$ cat src/rtl/elevator_pkg.sv
// rtl/elevator_pkg.sv - shared state encoding, direction constants and call-position helpers
package elevator_pkg;

  typedef enum logic [1:0] {
    ST_DOOR_OPEN = 2'b00,
    ST_MOVE_DN   = 2'b01,
    ST_MOVE_UP   = 2'b10,
    ST_IDLE      = 2'b11
  } state_e;

  localparam logic DIR_UP = 1'b1;
  localparam logic DIR_DN = 1'b0;

  // Helpers work on a zero-extended vector: bit 0 is floor 1, fl is one-hot.
  localparam int MAX_FLOORS = 64;

  function automatic logic any_above(input logic [MAX_FLOORS-1:0] vec,
                                     input logic [MAX_FLOORS-1:0] fl);
    return |(vec & ~((fl << 1) - MAX_FLOORS'(1)));
  endfunction

  function automatic logic any_below(input logic [MAX_FLOORS-1:0] vec,
                                     input logic [MAX_FLOORS-1:0] fl);
    return |(vec & (fl - MAX_FLOORS'(1)));
  endfunction

endpackage

$ cat src/rtl/elevator_call_reg.sv
// rtl/elevator_call_reg.sv - per-floor call latch bank, clear beats set, absorbed presses never latch
module elevator_call_reg #(
  parameter int N = 8
) (
  input  logic         clk,
  input  logic         rst,
  input  logic [N:1]   set,
  input  logic [N:1]   clr,
  input  logic [N:1]   absorb,
  output logic [N:1]   pend
);

  logic [N:1] pend_q, pend_d;

  always_comb begin
    pend_d = (pend_q | (set & ~absorb)) & ~clr;
  end

  always_ff @(posedge clk) begin
    if (rst) begin
      pend_q <= '0;
    end else begin
      pend_q <= pend_d;
    end
  end

  assign pend = pend_q;

endmodule

$ cat src/rtl/elevator_ctrl_param.sv
// rtl/elevator_ctrl_param.sv - N-floor collective (SCAN) elevator controller with travel and door dwell timers
module elevator_ctrl_param
  import elevator_pkg::*;
#(
  parameter int N_FLOORS         = 8,
  parameter int DOOR_OPEN_CYCLES = 10,
  parameter int TRAVEL_CYCLES    = 4
) (
  input  logic                clk,
  input  logic                rst,
  input  logic [N_FLOORS:1]   btup,
  input  logic [N_FLOORS:1]   btdn,
  input  logic [N_FLOORS:1]   in_bt_floor,
  input  logic                door_hold,
  output logic [N_FLOORS:1]   floor,
  output logic [1:0]          state,
  output logic                led_state_up,
  output logic                led_state_dn,
  output logic                bt_door_open,
  output logic                bt_door_close,
  output logic [N_FLOORS:1]   pend_up,
  output logic [N_FLOORS:1]   pend_dn,
  output logic [N_FLOORS:1]   pend_car
);

  localparam int MAXC = (DOOR_OPEN_CYCLES > TRAVEL_CYCLES) ? DOOR_OPEN_CYCLES : TRAVEL_CYCLES;
  localparam int CW   = $clog2(MAXC + 1);
  localparam logic [CW-1:0] DOOR_LOAD   = CW'(DOOR_OPEN_CYCLES - 1);
  localparam logic [CW-1:0] TRAVEL_LOAD = CW'(TRAVEL_CYCLES - 1);

  state_e              state_q, state_d;
  logic [N_FLOORS:1]   floor_q, floor_d;
  logic                dir_q, dir_d;
  logic [CW-1:0]       travel_q, travel_d, dwell_q, dwell_d;

  logic [N_FLOORS:1]   up_set, dn_set, pend_all, svc_floor;
  logic [N_FLOORS:1]   clr_up, clr_dn, clr_car, abs_up, abs_dn, abs_car;
  logic                svc_dir, serve_dir, serve, reload;
  logic                car_here, up_here, dn_here, same_here, opp_here;
  logic                above_s, below_s, ahead_s, behind_s, stop_s, flip_s;

  // svc_floor is the floor being judged: the next floor while moving, else the current one.
  always_comb begin
    up_set           = btup;
    up_set[N_FLOORS] = 1'b0;
    dn_set           = btdn;
    dn_set[1]        = 1'b0;
    pend_all         = pend_up | pend_dn | pend_car;
    svc_floor        = floor_q;
    svc_dir          = dir_q;
    if (state_q == ST_MOVE_UP) begin
      svc_dir = DIR_UP;
      if (!floor_q[N_FLOORS]) svc_floor = floor_q << 1;
    end else if (state_q == ST_MOVE_DN) begin
      svc_dir = DIR_DN;
      if (!floor_q[1]) svc_floor = floor_q >> 1;
    end
    car_here  = |(pend_car & svc_floor);
    up_here   = |(pend_up & svc_floor);
    dn_here   = |(pend_dn & svc_floor);
    same_here = (svc_dir == DIR_UP) ? up_here : dn_here;
    opp_here  = (svc_dir == DIR_UP) ? dn_here : up_here;
    above_s   = any_above(MAX_FLOORS'(pend_all), MAX_FLOORS'(svc_floor));
    below_s   = any_below(MAX_FLOORS'(pend_all), MAX_FLOORS'(svc_floor));
    ahead_s   = (svc_dir == DIR_UP) ? above_s : below_s;
    behind_s  = (svc_dir == DIR_UP) ? below_s : above_s;
    stop_s    = car_here | same_here | (opp_here & ~ahead_s);
    flip_s    = opp_here & ~same_here & ~car_here;
    serve_dir = flip_s ? ~svc_dir : svc_dir;
  end

  always_comb begin
    state_d  = state_q;
    floor_d  = floor_q;
    dir_d    = dir_q;
    travel_d = travel_q;
    dwell_d  = dwell_q;
    serve    = 1'b0;
    reload   = 1'b0;
    clr_up   = '0;
    clr_dn   = '0;
    clr_car  = '0;
    abs_up   = '0;
    abs_dn   = '0;
    abs_car  = '0;
    case (state_q)
      ST_IDLE: begin
        if (car_here | up_here | dn_here) begin
          state_d = ST_DOOR_OPEN;
          dwell_d = DOOR_LOAD;
          serve   = 1'b1;
        end else if (above_s && (dir_q == DIR_UP || !below_s)) begin
          state_d  = ST_MOVE_UP;
          dir_d    = DIR_UP;
          travel_d = TRAVEL_LOAD;
        end else if (below_s) begin
          state_d  = ST_MOVE_DN;
          dir_d    = DIR_DN;
          travel_d = TRAVEL_LOAD;
        end
      end
      ST_MOVE_UP, ST_MOVE_DN: begin
        if (travel_q != '0) begin
          travel_d = travel_q - CW'(1);
        end else begin
          floor_d = svc_floor;
          if (stop_s) begin
            state_d = ST_DOOR_OPEN;
            dwell_d = DOOR_LOAD;
            serve   = 1'b1;
          end else if (ahead_s) begin
            travel_d = TRAVEL_LOAD;
          end else begin
            state_d = ST_IDLE;
          end
        end
      end
      default: begin
        abs_car = floor_q;
        if (dir_q == DIR_UP) abs_up = floor_q;
        else                 abs_dn = floor_q;
        reload = door_hold |
                 (|((in_bt_floor | ((dir_q == DIR_UP) ? up_set : dn_set)) & floor_q));
        if (reload) begin
          dwell_d = DOOR_LOAD;
        end else if (dwell_q == '0) begin
          state_d = ST_IDLE;
          if (!ahead_s && behind_s) dir_d = ~dir_q;
        end else begin
          dwell_d = dwell_q - CW'(1);
        end
      end
    endcase
    if (serve) begin
      clr_car = svc_floor;
      dir_d   = serve_dir;
      if (serve_dir == DIR_UP) clr_up = svc_floor;
      else                     clr_dn = svc_floor;
    end
  end

  always_ff @(posedge clk) begin
    if (rst) begin
      state_q  <= ST_IDLE;
      floor_q  <= N_FLOORS'(1);
      dir_q    <= DIR_UP;
      travel_q <= '0;
      dwell_q  <= '0;
    end else begin
      state_q  <= state_d;
      floor_q  <= floor_d;
      dir_q    <= dir_d;
      travel_q <= travel_d;
      dwell_q  <= dwell_d;
    end
  end

  elevator_call_reg #(.N(N_FLOORS)) u_up (
    .clk(clk), .rst(rst), .set(up_set), .clr(clr_up), .absorb(abs_up), .pend(pend_up)
  );
  elevator_call_reg #(.N(N_FLOORS)) u_dn (
    .clk(clk), .rst(rst), .set(dn_set), .clr(clr_dn), .absorb(abs_dn), .pend(pend_dn)
  );
  elevator_call_reg #(.N(N_FLOORS)) u_car (
    .clk(clk), .rst(rst), .set(in_bt_floor), .clr(clr_car), .absorb(abs_car), .pend(pend_car)
  );

  assign floor         = floor_q;
  assign state         = state_q;
  assign led_state_up  = (state_q == ST_MOVE_UP);
  assign led_state_dn  = (state_q == ST_MOVE_DN);
  assign bt_door_open  = (state_q == ST_DOOR_OPEN);
  assign bt_door_close = (state_q != ST_DOOR_OPEN);

endmodule

$ cat config.mk
export PLATFORM = sky130hd
export DESIGN_NAME = elevator_ctrl_param
export DESIGN_NICKNAME = d
export VERILOG_FILES = /design/src/rtl/elevator_pkg.sv /design/src/rtl/elevator_call_reg.sv /design/src/rtl/elevator_ctrl_param.sv
export SDC_FILE = /design/constraint.sdc
export NUM_CORES = 1
export LEC_CHECK = 0
export CELL_PAD_IN_SITES_DETAIL_PLACEMENT = 2
export CELL_PAD_IN_SITES_GLOBAL_PLACEMENT = 2
export CORE_ASPECT_RATIO = 1.1
export CORE_UTILIZATION = 32
export DETAILED_ROUTE_END_ITERATION = 10
export PLACE_DENSITY_LB_ADDON = 0.1
export SLEW_MARGIN = 25
export SYNTH_ARGS = -nofsm -noshare
export SYNTH_HDL_FRONTEND = slang
export SYNTH_SLANG_ARGS = --single-unit
$ cat constraint.sdc
create_clock -name clk -period 5.4 [get_ports clk]
set_input_delay 1.08 -clock clk [delete_from_list [all_inputs] [get_ports clk]]
set_output_delay 1.08 -clock clk [all_outputs]
set_load 0.02 [all_outputs]
After elaboration in Yosys (flattened, before gate mapping)

Cells that the tools add are included.

Register bits after elaboration: 43

Add/subtract/negate cells: 4
Equality and inequality tests: 18
Multiplexer cells: 56
Bitwise operators: 39
Reductions and logical operators: 26

Operator list:

| cell                   | number |
|---|---|
| $and A8 B64 Y64        | 2 |
| $reduce_or A64 Y1      | 2 |
| $mux W8                | 15 |
| $and A8 B8 Y8          | 9 |
| $not A64 Y64           | 1 |
| $not A8 Y8             | 6 |
| $or A8 B8 Y8           | 6 |
| $mux W4                | 11 |
| $reduce_or A8 Y1       | 4 |
| $mux W1                | 17 |
| $mux W2                | 8 |
| $pmux W4 S2            | 2 |
| $ne A3 B3 Y1 const B   | 5 |
| $ne A2 B2 Y1 const B   | 5 |
| $reduce_and A5 Y1      | 2 |
| $sub A9 B1 Y10 const B | 1 |
| $reduce_bool A3 Y1     | 3 |
| $sub A8 B1 Y9 const B  | 1 |
| $and A7 B8 Y8          | 1 |
| $ne A4 B4 Y1 const B   | 2 |
| $sub A4 B1 Y4 const B  | 2 |
| $not A1 Y1             | 6 |
| $reduce_and A6 Y1      | 1 |
| $or A1 B1 Y1           | 5 |
| 19 further kinds       | 26 |

Depth between registers and ports, before layout

Gate-level depths: netlist of run 1.

Depth in word-level cells: 17
Mapped depth: 18

By module

Synthesis of run 1 repeated with hierarchy kept, for this count alone.

Cell total of the unflattened synthesis: 463
Area, all modules: 3518.4 um^2

Modules (own cells, without submodules):

| module              | times used | cells an instance | area each (um^2) | sequential area each (um^2) |
|---|---|---|---|---|
| elevator_ctrl_param | 1          | 364               | 2523.7           | 380.4 |
| elevator_call_reg   | 3          | 33                | 331.6            | 160.2 |

Worst setup path after synthesis of run 1

OpenSTA, ideal clock, no wires.

Kind: reg-to-reg
Start: register state_q[0], in the netlist state[0]
End: register dwell_q[0]
Library setup time: 0.117 ns
Data arrival time: 3.819 ns
Data required time: 5.283 ns
Slack: 1.464 ns
Cell stages (with the launch flop): 18
Path buffers: 1
Clock period less this slack: 3.936 ns
Cells stage by stage: dfxtp_1 > inv_1 > ha_1 > buf_6 > or2b_1 > nand3_1 > nand3_1 > inv_1 > ha_1 > inv_1 > nor3_1 > nand3_1 > xor2_1 > o221ai_2 > o2111a_1 > nand4bb_4 > or3b_4 > a22o_1

Elaborated cells between the ends (all ways): 36

RTL lines:

| item                        | RTL line                   | RTL |
|---|---|---|
| start, declared             | elevator_ctrl_param.sv:31  | `state_e state_q, state_d;` |
| start signal, assigned      | elevator_ctrl_param.sv:150 | `state_q <= state_d;` |
| $eq A2 B2 Y1 (*)            | -                          |  |
| via led_state_up            | elevator_ctrl_param.sv:17  | `output logic led_state_up,` |
| $mux W8                     | elevator_ctrl_param.sv:51  | `if (state_q == ST_MOVE_UP) begin` |
| $sub A9 B1 Y10              | elevator_pkg.sv:19         | `return \|(vec & ~((fl << 1) - MAX_FLOORS'(1)));` |
| $not A64 Y64                | elevator_pkg.sv:19         |  |
| $and A8 B64 Y64             | elevator_pkg.sv:19         |  |
| $reduce_or A64 Y1           | elevator_pkg.sv:19         |  |
| $mux W1                     | elevator_ctrl_param.sv:65  | `ahead_s = (svc_dir == DIR_UP) ? above_s : below_s;` |
| $not A1 Y1                  | elevator_ctrl_param.sv:67  | `stop_s = car_here \| same_here \| (opp_here & ~ahead_s);` |
| $and A1 B1 Y1               | elevator_ctrl_param.sv:67  |  |
| $or A1 B1 Y1                | elevator_ctrl_param.sv:67  |  |
| $ne A2 B2 Y1 (no line)      | -                          |  |
| $reduce_and A4 Y1 (no line) | -                          |  |
| end signal, assigned        | elevator_ctrl_param.sv:154 | `dwell_q <= dwell_d;` |
| end, declared               | elevator_ctrl_param.sv:34  | `logic [CW-1:0] travel_q, travel_d, dwell_q, dwell_d;` |

Mark *: on every way through the listed nets, which the timed path passes. The rest lies on a longest branch.
A chain may end at the register's enable or synchronous reset.

Worst setup path in the final report of run 1

Start: register state_q[0], in the netlist state[0]
End: register u_dn.pend_q (netlist bit u_dn.pend[5])

Word-level cells in the longest chain between the ends: 17
Elaborated cells between the ends (all ways): 49

Ends and longest elaborated chain:

| item                 | RTL line                                             | RTL |
|---|---|---|
| $eq A2 B1 Y1         | elevator_ctrl_param.sv:54, elevator_ctrl_param.sv:86 |  |
| $mux W8              | elevator_ctrl_param.sv:54                            | `end else if (state_q == ST_MOVE_DN) begin` |
| $mux W8              | elevator_ctrl_param.sv:51                            |  |
| $sub A9 B1 Y10       | elevator_pkg.sv:19                                   |  |
| $not A64 Y64         | elevator_pkg.sv:19                                   |  |
| $and A8 B64 Y64      | elevator_pkg.sv:19                                   |  |
| $reduce_or A64 Y1    | elevator_pkg.sv:19                                   |  |
| $mux W1              | elevator_ctrl_param.sv:65                            |  |
| $not A1 Y1           | elevator_ctrl_param.sv:67                            |  |
| $and A1 B1 Y1        | elevator_ctrl_param.sv:67                            |  |
| $or A1 B1 Y1         | elevator_ctrl_param.sv:67                            |  |
| $mux W1              | elevator_ctrl_param.sv:107                           | `if (stop_s) begin` |
| $mux W1              | elevator_ctrl_param.sv:103                           | `if (travel_q != '0) begin` |
| $pmux W1 S2          | elevator_ctrl_param.sv:86                            | `case (state_q)` |
| $mux W8              | elevator_ctrl_param.sv:134                           | `if (serve) begin` |
| $not A8 Y8           | elevator_call_reg.sv:16                              | `pend_d = (pend_q \| (set & ~absorb)) & ~clr;` |
| $and A8 B8 Y8 (*)    | elevator_call_reg.sv:16                              |  |
| end signal, assigned | elevator_call_reg.sv:23                              | `pend_q <= pend_d;` |
| end, declared        | elevator_call_reg.sv:13                              | `logic [N:1] pend_q, pend_d;` |

Every way passes the cells marked *; elsewhere a longest branch is shown, timed or not.

==> impl_metrics.env, run 1 <==
export IMPL_cap_viol_max_count=0
export IMPL_routed_wl_um=12600
export IMPL_period_needed_ns=4.82
export IMPL_combPwrFrac=0.716
export IMPL_max_freq_mhz=207
export IMPL_internal_power_mw=1.44
export IMPL_r2r_slack_ns=0.58
export IMPL_synth_top_area_share=0.272
export IMPL_pre_cts_ws_ns=0.551
export IMPL_fin_tns_setup_ns=0
export IMPL_relSlewSlack=0.347
export IMPL_num_nets_final=474
export IMPL_ys_warnings_count=0
export IMPL_clk_pin_slew_ns=0.09
export IMPL_rows=37
export IMPL_syn_area_mm2=0.00316
export IMPL_synthArstFlopShare=0
export IMPL_hpwl_um=9560
export IMPL_p_clk_frac=0.098
export IMPL_pwr_share_seq=0.186
export IMPL_clkSinkCount=43
export IMPL_path_class="register to register"
export IMPL_crit_top_cell="inv_1"
export IMPL_finalMaxSlewViolations=0
export IMPL_outcome="completed"
export IMPL_ir_worst_vdd_v=0.000309
export IMPL_finalCritPeriodShare=0.893
export IMPL_cts_tree="yes"
export IMPL_wl_per_cell_um=22.7
export IMPL_drive_above_1_share=0.0957
export IMPL_routabilityCongestion=0.856
export IMPL_cts_root_buf="clkbuf_8"
export IMPL_rsz0062_at_grt="no"
export IMPL_synth_area_per_cell_um2=8.12
export IMPL_antennaDiodeCount=0
export IMPL_whs_path_depth=2
export IMPL_dr_total_vias=3356
export IMPL_synth_seq_cells=43
export IMPL_drc=0
export IMPL_clock_latency_ns=0.31
export IMPL_ff2ff_path_depth=16
export IMPL_cts_post_setup_buffers_inserted=0
export IMPL_setup_viol=0
export IMPL_routed_via_density=6.04
export IMPL_crit_fanout=17
export IMPL_cts_path_max_buffers=2
export IMPL_coreArea_mm2=0.00949
export IMPL_synthesis_nets=425
export IMPL_worstPathRequired_ns=5.56
export IMPL_die_h_um=106
export IMPL_slowest_stage="and3_1"
export IMPL_setup_slack_ns=0.578
export IMPL_skew_ns=0.00499
export IMPL_r2r_start="state[0]$_SDFFE_PP1P_"
export IMPL_swShare=0.538
export IMPL_synth_edf_count=0
export IMPL_grt_pass1_wl_um=19800
export IMPL_yosys_area_top_type="dfxtp_1"
export IMPL_final_common_cell="clkdlybuf4s50_1"
export IMPL_fp_dieW_um=96.8
export IMPL_drt_first_pass_iters=4
export IMPL_min_delay_path_class="register to register"
export IMPL_antenna_left=0
export IMPL_worst_ep_arrival_time_ns=4.99
export IMPL_grt_max_degree=52
export IMPL_final_cell_mix="clkdlybuf4s50_1 (61), dfxtp_1 (43), a21oi_1 (32)"
export IMPL_r2r_end="u_dn.pend[5]$_SDFF_PP0_"
export IMPL_overflow=0
export IMPL_cts_resized=0
export IMPL_hold_buffers=0
export IMPL_finalHoldViolations=0
export IMPL_worst_pin_slew_ns=0.980
export IMPL_grt_pass1_vias=3572
export IMPL_antenna_found_initial=0
export IMPL_start_kind="register"
export IMPL_cpPeakStageDelay_ns=0.59
export IMPL_syn2layout_area_growth_pct=25.0
export IMPL_ys_top_cells_by_area="dfxtp_1 (27%), a211oi_1 (5.5%), a21oi_1 (5.1%), o21ai_0 (3.6%), ha_1 (3.6%)"
export IMPL_start_util=0.333
export IMPL_hp_start="travel_q[3]$_SDFFE_PP0P_"
export IMPL_drtIter0Drc=106
export IMPL_ioPinCount=65
export IMPL_cts_made_buffers=5
export IMPL_synthFlopType="dfxtp_1"
export IMPL_ys_types=72
export IMPL_fp_dieArea_mm2=0.0103
export IMPL_synth_seq_area_share=0.272
export IMPL_p_sw_mw=1.68
export IMPL_syn_inst=389
export IMPL_cp_end_kind="register"
export IMPL_leakage_nw=1.41
export IMPL_power_density_mw_per_mm2=791
export IMPL_port_buffers=62
export IMPL_cp_cell_sequence="inv_1 > ha_1 > and2b_1 > o21ai_0 > nand3_1 > inv_1 > ha_1 > inv_1 > or3_1 > nor3_1 > o311ai_1 > a211o_2 > nor2_1 > o31a_1 > and3_1 > a221oi_2"
export IMPL_worstHoldEndpoint="travel_q[3]$_SDFFE_PP0P_"
export IMPL_grtUsageTotal=0.245
export IMPL_ctsHtreeMaxLevel=2
[worst max-delay path, delay by kind of cell (launching register included)]
kind            cells  cell delay, ns
compound gates      5            1.25
buf+inv             3            0.29
simple gates        6            2.14
flops               1            0.42
fa+ha+maj           2            0.59
[area by class of cell]
cell class                 count  area [um2]
clock buffer                   6        72.6
clock inverter                 2        60.1
fill                        1078        5540
inverter                      31         116
multi-input combinational    293        2060
sequential                    43         861
tap                          117         146
timing repair buffer          64         633
[cells by family after synthesis]
kind of cell | after synthesis | share of synthesized area
compound gates | 145 | 0.357
simple gates | 129 | 0.228
buf+inv | 53 | 0.0752
flops | 43 | 0.272
fa+ha+maj | 9 | 0.0356
mux | 7 | 0.0238
xor+xnor | 3 | 0.00832
[synthesized netlist by cell type (all sizes together), types with 3 or more instances]
| master | count |
|---|---|
| dfxtp | 43 |
| a21oi | 32 |
| inv | 31 |
| nor2 | 28 |
| a211oi | 24 |
| o21ai | 24 |
| nand2 | 18 |
| nand3 | 17 |
| clkbuf | 16 |
| nor3 | 16 |
| ha | 9 |
| a221oi | 8 |
| nand2b | 8 |
| o32ai | 8 |
| and3 | 7 |
| or3 | 7 |
| buf | 6 |
| a22oi | 5 |
| a211o | 4 |
| a222oi | 4 |
| mux2 | 4 |
| a31o | 3 |
| a31oi | 3 |
| and4 | 3 |
| mux2i | 3 |
| nand4 | 3 |
| nor2b | 3 |
| o21a | 3 |
| o221ai | 3 |
| o22ai | 3 |
| or2b | 3 |
[per-stage QoR]
step	area [um2]	total power [mW]	instances	util	hold slack, ns
floorplan	3160	2.11	389	-	0.460
global placement	3820	2.74	548	0.402	0.474
detailed placement	3820	2.81	548	0.402	0.493
CTS	3950	3.13	556	0.416	0.503
global route	3950	3.34	556	0.416	0.522
finish	3950	3.12	556	0.416	0.496
[state kept, by name (all words and copies together) (netlist names)]
signal	cells
dir_q	1
dwell_q	4
floor	8
state	2
travel_q	4
u_car.pend	8
u_dn.pend	8
u_up.pend	8
[power groups by stage]
| stage | sequential (mW) | combinational (mW) | clock, mW |
|---|---|---|---|
| after floorplan | 0.596 | 1.51 | 0 |
| after global placement | 0.584 | 2.15 | 0 |
| after detailed placement | 0.591 | 2.22 | 0 |
| after CTS | 0.584 | 2.24 | 0.310 |
| after global routing | 0.599 | 2.42 | 0.324 |
| final | 0.581 | 2.24 | 0.307 |
[worst max path at each step]
| stage | from | end | slack, ns | cells past startpoint |
|---|---|---|---|---|
| 6_report | state[0]$_SDFFE_PP1P_ | u_dn.pend[5]$_SDFF_PP0_ | 0.58 | 16 |
| 5_1_grt | state[0]$_SDFFE_PP1P_ | u_dn.pend[5]$_SDFF_PP0_ | 0.19 | 16 |
| 4_1_cts | state[0]$_SDFFE_PP1P_ | u_dn.pend[5]$_SDFF_PP0_ | 0.53 | 16 |
| 3_5_place_dp | state[0]$_SDFFE_PP1P_ | u_dn.pend[5]$_SDFF_PP0_ | 0.55 | 16 |
| 3_3_place_gp | state[0]$_SDFFE_PP1P_ | u_dn.pend[7]$_SDFF_PP0_ | 0.69 | 16 |
| 2_1_floorplan | state[0]$_SDFFE_PP1P_ | dwell_q[0]$_SDFFE_PP0P_ | 1.46 | 17 |
[layer usage]
metal / vias up / track usage / part of all wire
met5: - / 0 / 0
met4: 0 / 0.0704 / 0.018
met3: 17 / 0.0289 / 0.033
met2: 80 / 0.449 / 0.52
met1: 1681 / 0.300 / 0.43
li1: 1578 / - / -
Note: power is estimated with default switching activity, not from simulation.
==> run 2: changes to the inputs <==
--- a/config.mk
+++ b/config.mk
@@ -11,6 +11,7 @@
 export CORE_UTILIZATION = 32
 export DETAILED_ROUTE_END_ITERATION = 10
 export PLACE_DENSITY_LB_ADDON = 0.1
+export REMOVE_ABC_BUFFERS = 1
 export SLEW_MARGIN = 25
 export SYNTH_ARGS = -nofsm -noshare
 export SYNTH_HDL_FRONTEND = slang
==> run 2 against run 1 <==
Cell area shrank 1.0%. Largest power group unchanged. Sequential power barely moved. Fmax is 0.58% higher. Global-route usage fell by 0.63 points. Critical path depth stayed put. Cell count increased by 0.18%. Critical path type unchanged. Core utilization down 0.44 points.
==> impl_metrics.env, run 2 (same netlist as run 1, synthesis figures left out) <==
export IMPL_overflow=0
export IMPL_max_freq_mhz=209
export IMPL_drc=0
export IMPL_pre_cts_ws_ns=0.649
export IMPL_grtUsageTotal=0.239
export IMPL_syn2layout_area_growth_pct=23.7
export IMPL_rows=37
export IMPL_worst_pin_slew_ns=0.815
export IMPL_fin_util=0.412
export IMPL_antennaDiodeCount=0
export IMPL_finalMaxSlewViolations=0
export IMPL_clk_pin_slew_ns=0.09
export IMPL_design_area_mm2=0.00391
export IMPL_clkSinkCount=43
export IMPL_cts_resized=0
export IMPL_worst_ep_arrival_time_ns=4.95
export IMPL_finalHoldViolations=0
export IMPL_whs_ns=0.499
export IMPL_routed_wl_um=12100
export IMPL_antenna_left=0
export IMPL_start_util=0.333
export IMPL_period_needed_ns=4.79
export IMPL_antenna_found_initial=0
export IMPL_power_mw=2.99
export IMPL_fp_dieArea_mm2=0.0103
export IMPL_setup_viol=0
export IMPL_skew_ns=0.00380
export IMPL_routed_via_density=6.07
export IMPL_fin_tns_setup_ns=0
export IMPL_ioPinCount=65
export IMPL_worstPathRequired_ns=5.56
export IMPL_grt_pass1_wl_um=19600
export IMPL_whs_path_depth=2
export IMPL_leakage_nw=1.40
export IMPL_hold_buffers=0
export IMPL_dp_cells=549
export IMPL_path_class="register to register"
export IMPL_place_area_mm2=0.00382
export IMPL_grt_max_degree=52
export IMPL_min_delay_path_class="register to register"
export IMPL_port_buffers=62
export IMPL_r2r_slack_ns=0.61
export IMPL_die_h_um=106
export IMPL_outcome="completed"
export IMPL_ff2ff_path_depth=16
export IMPL_cap_viol_max_count=0
export IMPL_finalCritPeriodShare=0.888
export IMPL_final_cell_mix="clkdlybuf4s50_1 (61), dfxtp_1 (43), a21oi_1 (32)"
export IMPL_drive_above_1_share=0.100
export IMPL_relSlewSlack=0.455
export IMPL_routabilityCongestion=0.833
export IMPL_final_common_cell="clkdlybuf4s50_1"
export IMPL_dr_total_vias=3381
export IMPL_ctsHtreeMaxLevel=2
export IMPL_ir_worst_vdd_v=0.000351
export IMPL_start_kind="register"
export IMPL_cp_end_kind="register"
export IMPL_cts_root_buf="clkbuf_8"
export IMPL_drt_first_pass_iters=4
export IMPL_rsz0062_at_grt="no"
export IMPL_finalNonFillerCells=557
export IMPL_grt_pass1_vias=3481
export IMPL_crit_fanout=17
export IMPL_cts_made_buffers=5
export IMPL_drtIter0Drc=106
export IMPL_cts_tree="yes"
export IMPL_hpwl_um=9260
export IMPL_fp_dieW_um=96.8
export IMPL_clock_latency_ns=0.31
export IMPL_setup_slack_ns=0.605
export IMPL_cts_post_setup_buffers_inserted=0
export IMPL_wl_per_cell_um=21.7
export IMPL_num_nets_final=475
export IMPL_cts_path_max_buffers=2
export IMPL_power_density_mw_per_mm2=765
export IMPL_coreArea_mm2=0.00949
[run 2: per-layer routing]
| metal | vias to the layer above | GRT usage | part of all wire | wire (um) |
|---|---|---|---|---|
| li1 | 1586 | - | - | - |
| met1 | 1709 | 0.296 | 0.44 | 5370 |
| met2 | 67 | 0.430 | 0.50 | 6050 |
| met3 | 19 | 0.0250 | 0.033 | 400 |
| met4 | 0 | 0.0778 | 0.023 | 279 |
| met5 | - | 0 | 0 | 0 |
[run 2: cell type report]
type / count / area (um2)
clock buffers: 5 / 68.8
repair buffers: 65 / 641
flip-flops and latches: 43 / 861
well taps: 117 / 146
multi-input cells: 293 / 2060
fillers: 1095 / 5580
inverters: 31 / 116
clock inverters: 3 / 15.0
[run 2: report_power, final]
group	switching, mW	internal, mW	leakage (nW)
clock	0.123	0.0889	0.0477
sequential	0.162	0.420	0.357
combinational	1.36	0.838	0.992
total	1.65	1.35	1.40
[run 2: worst max-delay path, cell delays in order, from the launching register on]
cell and delay (ns):
dfxtp_1 0.42, inv_1 0.09, ha_1 0.44, and2b_1 0.33
o21ai_0 0.24, nand3_1 0.34, inv_1 0.14, ha_1 0.15
inv_1 0.06, nor3_1 0.45, nand3_1 0.19, xor2_1 0.27
o221ai_2 0.19, o21bai_1 0.25, o31a_1 0.39, and3_1 0.54
a221oi_1 0.15
[run 2: path summary, 6_finish.rpt]
check,from,endpoint
setup reg to reg,state[0]$_SDFFE_PP1P_,u_dn.pend[7]$_SDFF_PP0_
hold / removal,dwell_q[1]$_SDFFE_PP0P_,dwell_q[1]$_SDFFE_PP0P_
setup / recovery,state[0]$_SDFFE_PP1P_,u_dn.pend[7]$_SDFF_PP0_
hold reg to reg,dwell_q[1]$_SDFFE_PP0P_,dwell_q[1]$_SDFFE_PP0P_
